$ cat src/rtl/multicycle_controller.sv
// Main control FSM for the multicycle RV32I core: sequences the shared memory
// port, ALU and immediate generator from the instruction register contents.
module multicycle_controller (
  input  logic        clk_i,
  input  logic        rst_ni,
  input  logic [31:0] instr_i,
  input  logic        zero_i,
  input  logic        mem_ready_i,
  output logic        mem_req_o,
  output logic        mem_write_o,
  output logic        adr_src_o,
  output logic        ir_write_o,
  output logic        pc_write_o,
  output logic        pc_lsb_clr_o,
  output logic        reg_write_o,
  output logic [1:0]  result_src_o,
  output logic [1:0]  alu_src_a_o,
  output logic [1:0]  alu_src_b_o,
  output logic [3:0]  alu_control_o,
  output logic [2:0]  imm_src_o,
  output logic        illegal_o,
  output logic [3:0]  state_o
);

  // state    | meaning
  // FETCH    | read instruction at PC, PC <= PC+4 on completion
  // DECODE   | ALUOut <= OldPC + imm (branch/jump target), dispatch on opcode
  // MEMADR   | ALUOut <= rs1 + imm (load/store address)
  // MEMREAD  | load request at ALUOut, hold until ready
  // MEMWB    | rd <= read data
  // MEMWRITE | store request at ALUOut, hold until ready
  // EXECR    | ALUOut <= rs1 op rs2
  // EXECI    | ALUOut <= rs1 op imm
  // ALUWB    | rd <= ALUOut
  // BRANCH   | compare rs1/rs2, PC <= ALUOut when taken
  // JAL      | PC <= ALUOut, ALUOut <= OldPC+4
  // JALR     | ALUOut <= rs1 + imm
  // JALR_PC  | PC <= ALUOut with bit 0 cleared, ALUOut <= OldPC+4
  // LUI      | ALUOut <= imm
  // AUIPC    | ALUOut <= OldPC + imm
  // TRAP     | illegal instruction, left only through reset

  localparam int INSTR_WIDTH = 32;

  typedef enum logic [3:0] {
    S_FETCH    = 4'd0,
    S_DECODE   = 4'd1,
    S_MEMADR   = 4'd2,
    S_MEMREAD  = 4'd3,
    S_MEMWB    = 4'd4,
    S_MEMWRITE = 4'd5,
    S_EXECR    = 4'd6,
    S_EXECI    = 4'd7,
    S_ALUWB    = 4'd8,
    S_BRANCH   = 4'd9,
    S_JAL      = 4'd10,
    S_JALR     = 4'd11,
    S_JALR_PC  = 4'd12,
    S_LUI      = 4'd13,
    S_AUIPC    = 4'd14,
    S_TRAP     = 4'd15
  } state_t;

  localparam logic [3:0] ALU_ADD    = 4'b0000;
  localparam logic [3:0] ALU_SUB    = 4'b0001;
  localparam logic [3:0] ALU_AND    = 4'b0010;
  localparam logic [3:0] ALU_OR     = 4'b0011;
  localparam logic [3:0] ALU_XOR    = 4'b0100;
  localparam logic [3:0] ALU_SLT    = 4'b0101;
  localparam logic [3:0] ALU_SLTU   = 4'b0110;
  localparam logic [3:0] ALU_SLL    = 4'b0111;
  localparam logic [3:0] ALU_SRL    = 4'b1000;
  localparam logic [3:0] ALU_SRA    = 4'b1001;
  localparam logic [3:0] ALU_PASS_B = 4'b1010;

  localparam logic [2:0] IMM_I = 3'b000;
  localparam logic [2:0] IMM_S = 3'b001;
  localparam logic [2:0] IMM_B = 3'b010;
  localparam logic [2:0] IMM_U = 3'b011;
  localparam logic [2:0] IMM_J = 3'b100;

  localparam logic [6:0] OP_LOAD   = 7'b0000011;
  localparam logic [6:0] OP_STORE  = 7'b0100011;
  localparam logic [6:0] OP_RTYPE  = 7'b0110011;
  localparam logic [6:0] OP_ITYPE  = 7'b0010011;
  localparam logic [6:0] OP_BRANCH = 7'b1100011;
  localparam logic [6:0] OP_JAL    = 7'b1101111;
  localparam logic [6:0] OP_JALR   = 7'b1100111;
  localparam logic [6:0] OP_LUI    = 7'b0110111;
  localparam logic [6:0] OP_AUIPC  = 7'b0010111;

  state_t     state_q, state_d;
  logic [6:0] opcode;
  logic [2:0] funct3;
  logic [6:0] funct7;
  logic       r_legal;
  logic       b_legal;
  logic       mem_req, mem_write, ir_write, pc_write, pc_lsb_clr, reg_write, illegal;
  logic       unused_instr_bits;

  assign opcode = instr_i[6:0];
  assign funct3 = instr_i[14:12];
  assign funct7 = instr_i[INSTR_WIDTH-1:25];
  assign unused_instr_bits = ^{instr_i[24:15], instr_i[11:7]};

  assign r_legal = (funct7 == 7'b0000000) ||
                   ((funct7 == 7'b0100000) && ((funct3 == 3'b000) || (funct3 == 3'b101)));
  assign b_legal = (funct3 == 3'b000) || (funct3 == 3'b001);

  // alt selects SUB on funct3 000 and SRA on funct3 101
  function automatic logic [3:0] alu_dec(input logic [2:0] f3, input logic alt);
    logic [3:0] op;
    case (f3)
      3'b000:  op = alt ? ALU_SUB : ALU_ADD;
      3'b001:  op = ALU_SLL;
      3'b010:  op = ALU_SLT;
      3'b011:  op = ALU_SLTU;
      3'b100:  op = ALU_XOR;
      3'b101:  op = alt ? ALU_SRA : ALU_SRL;
      3'b110:  op = ALU_OR;
      default: op = ALU_AND;
    endcase
    return op;
  endfunction

  always_ff @(posedge clk_i or negedge rst_ni) begin
    if (!rst_ni) state_q <= S_FETCH;
    else         state_q <= state_d;
  end

  always_comb begin
    state_d       = state_q;
    mem_req       = 1'b0;
    mem_write     = 1'b0;
    ir_write      = 1'b0;
    pc_write      = 1'b0;
    pc_lsb_clr    = 1'b0;
    reg_write     = 1'b0;
    illegal       = 1'b0;
    adr_src_o     = 1'b0;
    result_src_o  = 2'b00;
    alu_src_a_o   = 2'b00;
    alu_src_b_o   = 2'b00;
    alu_control_o = ALU_ADD;
    imm_src_o     = IMM_I;
    case (state_q)
      S_FETCH: begin
        mem_req      = 1'b1;
        alu_src_b_o  = 2'b10;
        result_src_o = 2'b10;
        if (mem_ready_i) begin
          ir_write = 1'b1;
          pc_write = 1'b1;
          state_d  = S_DECODE;
        end
      end
      S_DECODE: begin
        alu_src_a_o = 2'b01;
        alu_src_b_o = 2'b01;
        imm_src_o   = (opcode == OP_JAL) ? IMM_J : IMM_B;
        case (opcode)
          OP_LOAD, OP_STORE: state_d = S_MEMADR;
          OP_RTYPE:          state_d = r_legal ? S_EXECR : S_TRAP;
          OP_ITYPE:          state_d = S_EXECI;
          OP_BRANCH:         state_d = b_legal ? S_BRANCH : S_TRAP;
          OP_JAL:            state_d = S_JAL;
          OP_JALR:           state_d = S_JALR;
          OP_LUI:            state_d = S_LUI;
          OP_AUIPC:          state_d = S_AUIPC;
          default:           state_d = S_TRAP;
        endcase
      end
      S_MEMADR: begin
        alu_src_a_o = 2'b10;
        alu_src_b_o = 2'b01;
        imm_src_o   = (opcode == OP_STORE) ? IMM_S : IMM_I;
        state_d     = (opcode == OP_STORE) ? S_MEMWRITE : S_MEMREAD;
      end
      S_MEMREAD: begin
        mem_req   = 1'b1;
        adr_src_o = 1'b1;
        if (mem_ready_i) state_d = S_MEMWB;
      end
      S_MEMWB: begin
        result_src_o = 2'b01;
        reg_write    = 1'b1;
        state_d      = S_FETCH;
      end
      S_MEMWRITE: begin
        mem_req   = 1'b1;
        mem_write = 1'b1;
        adr_src_o = 1'b1;
        if (mem_ready_i) state_d = S_FETCH;
      end
      S_EXECR: begin
        alu_src_a_o   = 2'b10;
        alu_control_o = alu_dec(funct3, funct7[5]);
        state_d       = S_ALUWB;
      end
      S_EXECI: begin
        // addi has no subtract form, so funct7[5] only matters for shifts
        alu_src_a_o   = 2'b10;
        alu_src_b_o   = 2'b01;
        alu_control_o = alu_dec(funct3, funct7[5] && (funct3 == 3'b101));
        state_d       = S_ALUWB;
      end
      S_ALUWB: begin
        reg_write = 1'b1;
        state_d   = S_FETCH;
      end
      S_BRANCH: begin
        alu_src_a_o   = 2'b10;
        alu_control_o = ALU_SUB;
        pc_write      = ((funct3 == 3'b000) && zero_i) || ((funct3 == 3'b001) && !zero_i);
        state_d       = S_FETCH;
      end
      S_JAL: begin
        alu_src_a_o = 2'b01;
        alu_src_b_o = 2'b10;
        pc_write    = 1'b1;
        state_d     = S_ALUWB;
      end
      S_JALR: begin
        alu_src_a_o = 2'b10;
        alu_src_b_o = 2'b01;
        state_d     = S_JALR_PC;
      end
      S_JALR_PC: begin
        alu_src_a_o = 2'b01;
        alu_src_b_o = 2'b10;
        pc_write    = 1'b1;
        pc_lsb_clr  = 1'b1;
        state_d     = S_ALUWB;
      end
      S_LUI: begin
        alu_src_b_o   = 2'b01;
        imm_src_o     = IMM_U;
        alu_control_o = ALU_PASS_B;
        state_d       = S_ALUWB;
      end
      S_AUIPC: begin
        alu_src_a_o = 2'b01;
        alu_src_b_o = 2'b01;
        imm_src_o   = IMM_U;
        state_d     = S_ALUWB;
      end
      S_TRAP: begin
        illegal = 1'b1;
      end
      default: state_d = S_TRAP;
    endcase
  end

  // Strobes are gated by reset directly; the state register already sits in
  // FETCH during reset, so the selects show the FETCH values.
  assign mem_req_o    = mem_req    & rst_ni;
  assign mem_write_o  = mem_write  & rst_ni;
  assign ir_write_o   = ir_write   & rst_ni;
  assign pc_write_o   = pc_write   & rst_ni;
  assign pc_lsb_clr_o = pc_lsb_clr & rst_ni;
  assign reg_write_o  = reg_write  & rst_ni;
  assign illegal_o    = illegal    & rst_ni;
  assign state_o      = state_q;

endmodule

$ cat config.mk
export PLATFORM = sky130hd
export DESIGN_NAME = multicycle_controller
export DESIGN_NICKNAME = d
export VERILOG_FILES = /design/src/rtl/multicycle_controller.sv
export SDC_FILE = /design/constraint.sdc
export NUM_CORES = 1
export LEC_CHECK = 0
export ABC_AREA = 1
export ABC_CLOCK_PERIOD_IN_PS = 2500
export CORE_MARGIN = 2
export CORE_UTILIZATION = 38
export CTS_BUF_LIST = sky130_fd_sc_hd__clkbuf_4 sky130_fd_sc_hd__clkbuf_8
export CTS_CLUSTER_DIAMETER = 30
export DETAILED_ROUTE_END_ITERATION = 8
export PLACE_DENSITY = 0.93
export SETUP_SLACK_MARGIN = 0.5
export SLEW_MARGIN = 20
export SYNTH_ARGS = -nofsm -noshare
export SYNTH_HDL_FRONTEND = slang
export SYNTH_SLANG_ARGS = --single-unit
$ cat constraint.sdc
create_clock -name clk_i -period 2.5 [get_ports clk_i]
set_clock_uncertainty 0.05 [all_clocks]
set_input_delay 0.5 -clock clk_i [delete_from_list [all_inputs] [get_ports clk_i]]
set_output_delay 0.5 -clock clk_i [all_outputs]
set_load 0.005 [all_outputs]
==> Implementation_results.wiki, run 1 <==
{| class="wikitable"
! Metric !! Value
|-
| Result of the run || did not finish
|-
| Last step reached || global routing (5_1_grt)
|-
| Tool Error || [ERROR DPL-0038] Utilization greater than 100%, impossible to legalize
|-
| Maximum root-to-sink buffer count || 2
|-
| Part of the Yosys area used for sequential elements || 0.122
|-
| Dominant cell by count in the synthesized netlist || nand2_1
|-
| Chip height || slightly above 50 um
|-
| Async set or reset register ratio after synthesis || 1.00
|-
| Die outline width || slightly above 50 um
|-
| Number of synthesized flops with an enable pin || 0
|-
| Input/output buffers || 45
|-
| Post-synth cell types || 20
|-
| Flop and latch count out of synthesis || 4
|-
| Clock buffer count from CTS || 3
|-
| Area share of the largest cell type after synthesis || 0.234
|-
| Post-synth net total || between 200 and 250
|-
| Post-CTS Hold Fix Bufs || 0
|-
| Yosys warning count || 0
|-
| Total number of clock tree sinks || 4
|-
| Post-Place Cells || 257
|-
| Mean cell area of the mapped netlist || 4.87 um^2
|-
| HPWL after detailed placement || 2170 um
|-
| Main area contributors after synthesis || nand2_1 (23%), inv_1 (14%), nor2_1 (14%)
|-
| Top cell type by total area after synthesis || nand2_1
|-
| Number of top-level design ports || 61
|-
| Largest net degree at the start of global routing || 7
|-
| Buffer type at the clock tree root || clkbuf_4
|-
| Floorplan row count || 16
|-
| Top cell types by occurrence after synthesis || nand2_1 (51), inv_1 (31), nor2_1 (30), o21ai_0 (12), nand3_1 (10)
|-
| GP Congestion || 0.863
|-
| Main synth FF type || dfrtp_1
|-
| Depth of the CTS H-tree || 1
|-
| Starting utilization of the core area || 0.409
|-
| Worst endpoint from the post-global-route timing repair || alu_control_o[0]
|-
| Kind of the worst endpoint || primary output
|-
| Post-synthesis cell area || 818 um^2
|-
| Cells after Synth || 168
|}
==> cells by family after synthesis <==
group / share of synthesized area
buffers and inverters: 0.151
flip-flops: 0.122
AND/OR/NAND/NOR: 0.581
AO/OA/AOI/OAI: 0.145
==> through the flow <==
stage	hold slack (ns)	setup slack (ns)	area (um^2)	utilization
after CTS	0.258	0.290	1770	0.882
after global placement	0.603	-0.190	1430	0.714
after floorplan	0.154	0.820	818	-
after detailed placement	0.597	-0.252	1430	0.714
==> repair_timing <==
| item | 4_1_cts |
|---|---|
| pin swaps | 20 |
| buffers inserted | 31 |
| setup endpoints to repair | 21 |
| gates resized for setup | 112 |
==> inputs of run 2 (changes only) <==
Settings changed: CORE_AREA from default to 2 2 63 65, CORE_MARGIN 2 to default, CORE_UTILIZATION 38 to default, CTS_BUF_LIST sky130_fd_sc_hd__clkbuf_4 sky130_fd_sc_hd__clkbuf_8 to default, CTS_CLUSTER_DIAMETER 30 to default, DIE_AREA from default to 0 0 65 67, PLACE_DENSITY 0.93 to default, PLACE_DENSITY_LB_ADDON from default to 0.15, SETUP_SLACK_MARGIN 0.5 to default.
==> Implementation_results.wiki, run 2 <==
{| class="wikitable"
! Metric !! Value
|-
| Floorplan row count || 22 (+6)
|-
| Vias in the first global route || 1179
|-
| Flop and latch count out of synthesis || 4 (unchanged)
|-
| Post-Place Cells || 288 (+12%)
|-
| Detail-routed via count per cell || roughly 4.3
|-
| Global-route wire length before repair || 4820 um
|-
| Post-CTS Hold Fix Bufs || 0 (unchanged)
|-
| Aggregate global routing overflow || 0
|-
| Critical Setup Path Class || input pin to output pin
|-
| Final setup viols || 0
|-
| Mean cell area of the mapped netlist || 4.87 um^2 (unchanged)
|-
| CTS tree || done
|-
| Fillcell total || 407
|-
| Area share of the largest cell type after synthesis || 0.234 (unchanged)
|-
| Most used cells in the layout excluding fill and tap cells || nand2_1 (50), clkdlybuf4s50_1 (35), inv_1 (30), buf_4 (28), nor2_1 (25)
|-
| Number of antenna violations at the first check in global routing || 0
|-
| Part of the Yosys area used for sequential elements || 0.122 (unchanged)
|-
| Dominant cell by count in the synthesized netlist || nand2_1
|-
| Switching power summed over all nets || 508 uW
|-
| Synthesis-to-finish area growth || 97.2%
|-
| DRC Markers || 0
|-
| Initial DRC count || 43
|-
| Layout Utilization || 0.448
|-
| Worst setup timing slack at the placement stage || -0.223 ns (+0.0282 ns)
|-
| Number of vias in the routed layout || approximately 1300
|-
| MaxCap Viol Count || 0
|-
| Flop2flop setup slack || 1.06 ns
|-
| Cells after Synth || 168 (unchanged)
|-
| Static Leak || 0.000900 uW
|-
| Async set or reset register ratio after synthesis || 1.00 (unchanged)
|-
| Unrepaired setup endpoints after global routing || yes
|-
| Chip height || 67 um (+33%)
|-
| Antenna viol nets, final || 0
|-
| Most frequent standard cell in the layout excluding fill and tap cells || nand2_1
|-
| Relative contribution of sequential cells to total power || 0.135
|-
| Fin. max-slew vios || 0
|-
| Worst IR Drop VDD || 0.000224 V
|-
| Synth Area in Simple Gates || 0.581 (unchanged)
|-
| Cell internal power dissipation || 646 uW
|-
| Buffer type at the clock tree root || clkbuf_8
|-
| Overall track demand over capacity in global routing || 0.140
|-
| Starting utilization of the core area || 0.227 (-0.182)
|-
| Post-synth cell types || 20 (unchanged)
|-
| Final Hold Viols || 0
|-
| Detailed Route WL || between 2000 and 3000 um
|-
| Total power per unit cell area || 715 mW/mm^2
|-
| Clock buffer count from CTS || 3 (unchanged)
|-
| Input/output buffers || 45 (unchanged)
|-
| Final period util || 0.992
|-
| Worst setup endpoint || reg_write_o
|-
| Top cell types by occurrence after synthesis || nand2_1 (51), inv_1 (31), nor2_1 (30), o21ai_0 (12), nand3_1 (10)
|-
| CP most frequent cell || clkdlybuf4s50_1
|-
| Beginning of the worst register-to-register path || state_o[2]
|-
| Share of synthesized area spent on multiplexers || 0 (unchanged)
|-
| Max-slew headroom at the worst pin || 0.798
|-
| Slew of the pin with the lowest slew margin || 0.303 ns
|-
| Post-synthesis cell area || 818 um^2 (unchanged)
|-
| Largest fanout on the critical path || 5
|-
| Number of cells on the worst reg-to-reg path || 5
|-
| Endpoint type of the worst setup path || output pin
|-
| Slack of the critical path || about 0.021 ns
|-
| Final layout net count || about 280
|-
| Top cell type by total area after synthesis || nand2_1
|-
| HPWL after detailed placement || 2400 um (+10%)
|-
| Clock group share of total power || 0.117
|-
| Fin crit period || ~2.5 ns
|-
| Final-layout setup total negative slack || 0 ns
|-
| Required time at the worst-slack endpoint || 1.95 ns
|-
| Min-delay worst type || input pin to async pin
|-
| Combinational group share of total power || 0.749
|-
| Average wire per cell in the routed design || 9.56 um
|-
| Fin cells || 292
|-
| Largest stage delay on the critical path || between 0.5 and 0.6 ns
|-
| Depth of the CTS H-tree || 1 (unchanged)
|-
| Total power consumption of the routed design || 1150 uW
|-
| Maximum root-to-sink buffer count || 2 (unchanged)
|-
| DIE AREA || 0.00436 mm^2
|-
| Antenna diode count || 0
|-
| Yosys warning count || 0 (unchanged)
|-
| Startpoint of the most critical setup path || rst_ni
|-
| Result of the run || completed
|-
| Ratio of cells with drive above 1 in the final layout || 0.209
|-
| Largest net degree at the start of global routing || 8
|-
| Arrival time reported for the critical path endpoint || 1.93 ns
|-
| Cell chain of the critical path || clkdlybuf4s50_1, inv_1, nor4_1, clkdlybuf4s50_1
|-
| Timing-limited maximum frequency || 403 MHz
|-
| Switching fraction of total power || 0.440
|-
| Endpoint of the worst-slack reg-to-reg timing path || state_o[3]
|-
| Die outline width || 65 um (+29%)
|-
| GP Congestion || 0.808 (-6.3%)
|-
| Main area contributors after synthesis || nand2_1 (23%), inv_1 (14%), nor2_1 (14%)
|-
| Main synth FF type || dfrtp_1
|-
| Total number of clock tree sinks || 4 (unchanged)
|-
| Number of top-level design ports || 61 (unchanged)
|-
| Post-synth net total || 204 (unchanged)
|-
| Number of flip-flops under the largest register name || 4
|-
| Adder-Cell Fraction of Synth Area || 0 (unchanged)
|-
| Compound-gate portion of the synthesized area || 0.145 (unchanged)
|-
| Post-synthesis xor/xnor area fraction || 0 (unchanged)
|-
| Number of detailed-route iterations in the first pass || 4
|-
| Worst-path clk slew || 0.03 ns
|-
| Critical-path cell with the highest stage delay || clkdlybuf4s50_1
|-
| Core region area || 0.00361 mm^2
|-
| Number of synthesized flops with an enable pin || 0 (unchanged)
|-
| Largest family of logic cells by synthesized area || simple AND/OR/NAND/NOR gates
|-
| Startpoint class of the critical path || input pin
|-
| Worst skew pair latency || 0.22 ns
|}
[run 2: cell counts after synthesis]
Identical to the previous run, type by type.
[run 2: worst min path at each step]
| stage | startpoint | to | slack [ns] |
|---|---|---|---|
| 2_1_floorplan | rst_ni | state_o[0] | 0.15 |
| 3_3_place_gp | state_o[1] | state_o[1] | 0.63 |
| 3_5_place_dp | state_o[1] | state_o[1] | 0.62 |
| 4_1_cts | rst_ni | state_o[2] | 0.54 |
| 5_1_grt | rst_ni | state_o[2] | 0.56 |
| 6_report | rst_ni | state_o[2] | 0.54 |
[run 2: what timing repair did]
action                                 in CTS  in global routing
gates resized for setup                    11                 13
setup buffers                               0                  1
setup endpoints to repair                   7                 10
pin swaps                                   2                  1
endpoints found under the hold margin       0                  0
[run 2: critical path: cells and delay by family]
family        cells  cell delay (ns)
buf+inv           3             1.13
simple gates      1             0.29
[run 2: layout make-up]
cell class              instances  area (um^2)  area share
clock buffers                   3         41.3      0.0256
inverters                      33          124      0.0767
flip-flops and latches          4          101      0.0628
repair buffers                 73          663       0.411
multi-input cells             131          624       0.387
well taps                      48         60.1      0.0372
[run 2: logic make-up (layout without fill, tap and decap cells)]
kind of cell,after synthesis,after routing
AO/OA/AOI/OAI,22,22
buffers and inverters,33,109
flip-flops,4,4
AND/OR/NAND/NOR,109,109
[run 2: stage by stage]
stage | hold WS, ns | cell area (um^2)
finish | 0.540 | 1610
CTS | 0.543 | 1570
global placement | 0.626 | 1530
floorplan | 0.154 | 818
detailed placement | 0.622 | 1530
global route | 0.558 | 1610
[run 2: metal layers]
metal	GRT usage	wire length, um	up-vias
met5	0	0	-
met1	0.169	1320	527
li1	-	-	684
met4	0.0239	0	0
met3	0.0355	169	0
met2	0.250	1300	43
[run 2: power groups by stage]
stage	logic [uW]	clock network (uW)	registers, uW
6_report	864	135	156
5_1_grt	967	147	162
4_1_cts	857	139	149
3_5_place_dp	858	0	148
3_3_place_gp	862	0	147
2_1_floorplan	390	0	140
(Power assumes the default switching activity.)
==> inputs of run 3 (changes only) <==
Settings changed: CAP_MARGIN from default to 20, CELL_PAD_IN_SITES_DETAIL_PLACEMENT from default to 1, CELL_PAD_IN_SITES_GLOBAL_PLACEMENT from default to 1, CORE_AREA 2 2 63 65 to default, CORE_MARGIN from default to 2, CORE_UTILIZATION from default to 21, CTS_CLUSTER_SIZE from default to 16, DIE_AREA 0 0 65 67 to default.
==> Implementation_results.wiki, run 3 (synthesis results as in run 2) <==
{| class="wikitable"
! Metric !! Value
|-
| Final layout net count || 281 (-0.35%)
|-
| Clock buffer count from CTS || 3 (unchanged)
|-
| GP Congestion || 0.838 (+3.7%)
|-
| Largest fanout on the critical path || 5 (unchanged)
|-
| Max-slew headroom at the worst pin || 0.793 (-0.00469)
|-
| Startpoint class of the critical path || input pin
|-
| Global-route wire length before repair || 6020 um (+25%)
|-
| Result of the run || completed
|-
| Average wire per cell in the routed design || 12.3 um (+28%)
|-
| Overall track demand over capacity in global routing || 0.173 (+0.0339)
|-
| Input/output buffers || 45 (unchanged)
|-
| Synthesis-to-finish area growth || 96.8%
|-
| Number of flip-flops under the largest register name || 4 (unchanged)
|-
| Min-delay worst type || input pin to async pin
|-
| Largest net degree at the start of global routing || 8 (unchanged)
|-
| Total number of clock tree sinks || 4 (unchanged)
|-
| HPWL after detailed placement || 3150 um (+31%)
|-
| Fin cells || 291 (-0.34%)
|-
| Worst skew pair latency || 0.21 ns (about the same)
|-
| Total power per unit cell area || 714 mW/mm^2 (-0.25%)
|-
| Worst Hold Margin || 0.551 ns (+0.0113 ns)
|-
| Final setup viols || 0 (unchanged)
|-
| Arrival time reported for the critical path endpoint || 1.95 ns (+0.02 ns)
|-
| Most used cells in the layout excluding fill and tap cells || nand2_1 (51), clkdlybuf4s50_1 (35), inv_1 (29), buf_4 (27), nor2_1 (23)
|-
| Detail-routed via count per cell || 4.59 (+6.8%)
|-
| MaxCap Viol Count || 0 (unchanged)
|-
| Final Hold Viols || 0 (unchanged)
|-
| Static Leak || 0.000868 uW (-3.6%)
|-
| Chip height || 66.4 um (-0.87%)
|-
| Number of vias in the routed layout || 1335 (+6.5%)
|-
| Buffer type at the clock tree root || clkbuf_8
|-
| DRC Markers || 0 (unchanged)
|-
| Final period util || 0.999 (+0.00752)
|-
| Depth of the CTS H-tree || 1 (unchanged)
|-
| DIE AREA || 0.00441 mm^2 (+1.3%)
|-
| Timing-limited maximum frequency || 400 MHz (-0.75%)
|-
| Core region area || 0.00372 mm^2 (+3.1%)
|-
| Slew of the pin with the lowest slew margin || 0.308 ns (+0.00420 ns)
|-
| Floorplan row count || 22 (unchanged)
|-
| Starting utilization of the core area || 0.220 (-0.00672)
|-
| Initial DRC count || 30 (-30%)
|-
| Fin. max-slew vios || 0 (unchanged)
|-
| Maximum root-to-sink buffer count || 2 (unchanged)
|-
| Die outline width || 66.4 um (+2.2%)
|-
| Ratio of cells with drive above 1 in the final layout || 0.230 (+0.0214)
|-
| Antenna diode count || 0 (unchanged)
|-
| Worst-path clk slew || 0.03 ns (about the same)
|-
| Endpoint type of the worst setup path || output pin
|-
| Critical Setup Path Class || input pin to output pin
|-
| Post-Place Cells || 287 (-0.35%)
|-
| Detailed Route WL || 3570 um (+28%)
|-
| Number of antenna violations at the first check in global routing || 0 (unchanged)
|-
| Vias in the first global route || 1379 (+17%)
|-
| Most frequent standard cell in the layout excluding fill and tap cells || nand2_1
|-
| Unrepaired setup endpoints after global routing || yes
|-
| Number of detailed-route iterations in the first pass || 4 (unchanged)
|-
| Worst IR Drop VDD || 0.000359 V (+60%)
|-
| Aggregate global routing overflow || 0 (unchanged)
|-
| Antenna viol nets, final || 0 (unchanged)
|-
| Number of top-level design ports || 61 (unchanged)
|-
| Required time at the worst-slack endpoint || 1.95 ns (about the same)
|-
| Fin crit period || 2.50 ns (+0.0188 ns)
|-
| CTS tree || done
|}
-- run 3: cell types whose count changed in the layout (fill, tap and decap cells not counted), sizes merged --
cell	before	now
buf	28	27
dlymetal6s2s	4	2
dlygate4sd2	6	7
clkbuf	3	4
-- run 3: worst paths after layout --
kind / from / to / slack (ns) / cells after the start
setup / recovery: instr_i[12] / alu_control_o[3] / 0.002 / 5
hold / removal: rst_ni / state_o[3] / 0.55 / 2
setup reg to reg: state_o[2] / state_o[3] / 1.03 / 6
hold reg to reg: state_o[1] / state_o[1] / 0.62 / 2
max in group asynchronous: rst_ni / state_o[1] / 1.74 / 2
min in group clk_i: state_o[1] / state_o[1] / 0.62 / 2
-- run 3: critical path, cell delays in order --
cell	delay, ns
clkdlybuf4s50_1	0.50
buf_4	0.15
nand3_1	0.14
o21ai_1	0.15
clkdlybuf4s50_1	0.51
-- run 3: layout make-up --
class / instances / area, um^2
Clock buffer: 3 / 41.3
Inverter: 33 / 124
Fill cell: 510 / 2110
Tap cell: 48 / 60.1
Multi-Input combinational cell: 131 / 641
Timing Repair Buffer: 72 / 644
Sequential cell: 4 / 100
-- run 3: power breakdown --
| group | total, uW | internal [uW] | leakage (uW) | switching, uW |
|---|---|---|---|---|
| Combinational | 867 | 432 | 0.000796 | 436 |
| Clock | 132 | 102 | 0.0000216 | 29.7 |
| Sequential | 150 | 96.2 | 0.0000503 | 53.9 |
-- run 3: timing repair --
item                       CTS  global route
setup endpoints to repair   10             9
gates resized for setup     20            10
pin swaps                    4             3
setup buffers                1             0
hold buffers                 0             0
-- run 3: stage by stage --
step                setup TNS (ns)  total power (uW)  worst slack (ns)   util  instance area, um^2
floorplan                        0               530             0.820      -                  818
finish                           0              1150           0.00228  0.433                 1610
global placement            -0.564              1000            -0.208  0.410                 1520
CTS                       -0.00255              1150          -0.00194  0.428                 1590
global route                -0.250              1280            -0.105  0.433                 1610
detailed placement          -0.822              1010            -0.283  0.410                 1520
-- run 3: metal layers --
layer	global-route usage	share of wire	vias to the layer above
li1	-	-	684
met1	0.206	0.45	630
met2	0.331	0.52	21
met3	0.0256	0.025	0
met4	0.0230	0	0
met5	0	0	-
==> inputs of run 4 (changes only) <==
Settings changed: GPL_TIMING_DRIVEN from default to 0.
==> Implementation_results.wiki, run 4 (synthesis results as in run 2) <==
{| class="wikitable"
! Metric !! Value
|-
| Aggregate global routing overflow || 0 (unchanged)
|-
| Slack of the critical path || 0.0991 ns (+0.0969 ns)
|-
| Most frequent standard cell in the layout excluding fill and tap cells || nand2_1
|-
| Number of top-level design ports || 61 (unchanged)
|-
| Core region area || 0.00372 mm^2 (unchanged)
|-
| Worst IR Drop VDD || 0.000280 V (-22%)
|-
| Final layout net count || 258 (-8.2%)
|-
| Largest net degree at the start of global routing || 9 (+1)
|-
| Global-route wire length before repair || 5220 um (-13%)
|-
| Grt met3 use || 0.0170 (-0.00852)
|-
| Required time at the worst-slack endpoint || 1.95 ns (about the same)
|-
| Overall track demand over capacity in global routing || 0.151 (-0.0222)
|-
| Max-slew headroom at the worst pin || 0.717 (-0.0762)
|-
| Chip height || 66.4 um (unchanged)
|-
| Floorplan row count || 22 (unchanged)
|-
| Result of the run || completed
|-
| Post-CTS Hold Fix Bufs || 0 (unchanged)
|-
| Starting utilization of the core area || 0.220 (unchanged)
|-
| Critical Setup Path Class || flip-flop to output pin
|-
| Final Hold Viols || 0 (unchanged)
|-
| Number of flip-flops under the largest register name || 4 (unchanged)
|-
| Startpoint class of the critical path || flip-flop
|-
| Vias in the first global route || 1255 (-9.0%)
|-
| Detail-routed via count per cell || 4.61 (+0.45%)
|-
| Post-Place Cells || 261 (-9.1%)
|-
| Slew of the pin with the lowest slew margin || 0.421 ns (+0.113 ns)
|-
| DIE AREA || 0.00441 mm^2 (unchanged)
|-
| Clock buffer count from CTS || 3 (unchanged)
|-
| Worst setup timing slack at the placement stage || -0.359 ns (-0.0761 ns)
|-
| Antenna diode count || 0 (unchanged)
|-
| Worst-path clk slew || 0.03 ns (about the same)
|-
| Number of detailed-route iterations in the first pass || 4 (unchanged)
|-
| Largest fanout on the critical path || 4 (-1)
|-
| Combinational group share of total power || 0.742 (-0.013)
|-
| Switching power summed over all nets || 552 uW (+6.3%)
|-
| Clock group share of total power || 0.118 (+0.003)
|-
| GP Congestion || 0.826 (-1.4%)
|-
| Maximum root-to-sink buffer count || 2 (unchanged)
|-
| Relative contribution of sequential cells to total power || 0.140 (+0.009)
|-
| Total number of clock tree sinks || 4 (unchanged)
|-
| DRC Markers || 0 (unchanged)
|-
| Final setup viols || 0 (unchanged)
|-
| GR peak layer || met2
|-
| Timing-limited maximum frequency || 417 MHz (+4.0%)
|-
| Average wire per cell in the routed design || 12.2 um (-0.83%)
|-
| Input/output buffers || 45 (unchanged)
|-
| Ratio of cells with drive above 1 in the final layout || 0.200 (-0.0305)
|-
| Cell internal power dissipation || 640 uW (+1.5%)
|-
| Number of antenna violations at the first check in global routing || 0 (unchanged)
|-
| Total power per unit cell area || 801 mW/mm^2 (+12%)
|-
| Buffer type at the clock tree root || clkbuf_8
|-
| MaxCap Viol Count || 0 (unchanged)
|-
| Fin cells || 268 (-7.9%)
|-
| Depth of the CTS H-tree || 1 (unchanged)
|-
| Endpoint type of the worst setup path || output pin
|-
| Die outline width || 66.4 um (unchanged)
|-
| Antenna viol nets, final || 0 (unchanged)
|-
| Unrepaired setup endpoints after global routing || no
|-
| Number of vias in the routed layout || 1235 (-7.5%)
|-
| Worst skew pair latency || 0.22 ns (about the same)
|-
| Fin. max-slew vios || 0 (unchanged)
|-
| Layout Utilization || 0.400 (-0.0330)
|-
| Synthesis-to-finish area growth || 81.8%
|-
| HPWL after detailed placement || 2720 um (-14%)
|-
| CTS tree || done
|-
| Switching fraction of total power || 0.463 (+0.0114)
|-
| Final period util || 0.960 (-0.0387)
|-
| Fillcell total || 520 (+2.0%)
|-
| Fin crit period || 2.40 ns (-0.0969 ns)
|-
| M1 GR Usage || 0.179 (-0.0272)
|-
| Static Leak || 0.000774 uW (-11%)
|-
| Detailed Route WL || 3260 um (-8.7%)
|-
| Met2 capacity usage during global routing || 0.289 (-0.0425)
|-
| Initial DRC count || 26 (-13%)
|-
| Min-delay worst type || input pin to async pin
|-
| Arrival time reported for the critical path endpoint || 1.85 ns (-0.10 ns)
|-
| Most used cells in the layout excluding fill and tap cells || nand2_1 (46), clkdlybuf4s50_1 (33), nor2_1 (25), inv_1 (25)
|}
[run 4: final timing paths]
| kind | start | endpoint | slack, ns | depth (start not counted) |
|---|---|---|---|---|
| worst max-delay path | state_o[3] | alu_src_b_o[0] | 0.1 | 6 |
| worst min-delay path | rst_ni | state_o[2] | 0.04 | 1 |
| worst max register to register | state_o[2] | state_o[3] | 0.91 | 6 |
| worst min register to register | state_o[1] | state_o[1] | 0.59 | 2 |
| max in group asynchronous | rst_ni | state_o[0] | 2.20 | 1 |
| min in group clk_i | state_o[1] | state_o[1] | 0.59 | 2 |
[run 4: power by group through the flow]
stage	clock [uW]	combinational [uW]	sequential, uW
final	140	884	167
after global routing	148	990	174
after CTS	141	842	158
after detailed placement	0	812	150
after global placement	0	801	152
after floorplan	0	390	140
[run 4: worst max-delay path: stages, from the launching register on]
cell             delay [ns]
dfrtp_2                0.45
inv_2                  0.13
nand2_2                0.11
nor2_4                 0.13
inv_1                  0.10
o2111ai_2              0.19
clkdlybuf4s50_1        0.53
[run 4: repair_timing]
action,4_1_cts,5_1_grt
setup buffers,1,3
pin swaps,3,3
endpoints found under the setup margin,13,10
resized for setup,29,20
[run 4: area by class of cell]
class / count / area (um^2) / share of cell area
tap: 48 / 60.1 / 0.0404
multi-input combinational: 131 / 681 / 0.458
sequential: 4 / 105 / 0.0706
clock buffer: 3 / 41.3 / 0.0278
timing repair buffer: 49 / 477 / 0.320
inverter: 33 / 124 / 0.0833
[run 4: metrics by stage]
stage	power (uW)	hold WS, ns	TNS [ns]	cell area [um^2]
6_report	1190	0.0433	0	1490
5_1_grt	1310	0.0530	0	1490
4_1_cts	1140	0.198	-0.0585	1420
3_5_place_dp	962	0.612	-1.45	1330
3_3_place_gp	952	0.635	-1.10	1330
2_1_floorplan	530	0.154	0	818
[run 4: routing by layer]
metal  part of all wire  vias up
met5                  0        -
met4             0.0052        0
met3              0.026        2
met2               0.53       19
met1               0.44      581
li1                   -      633
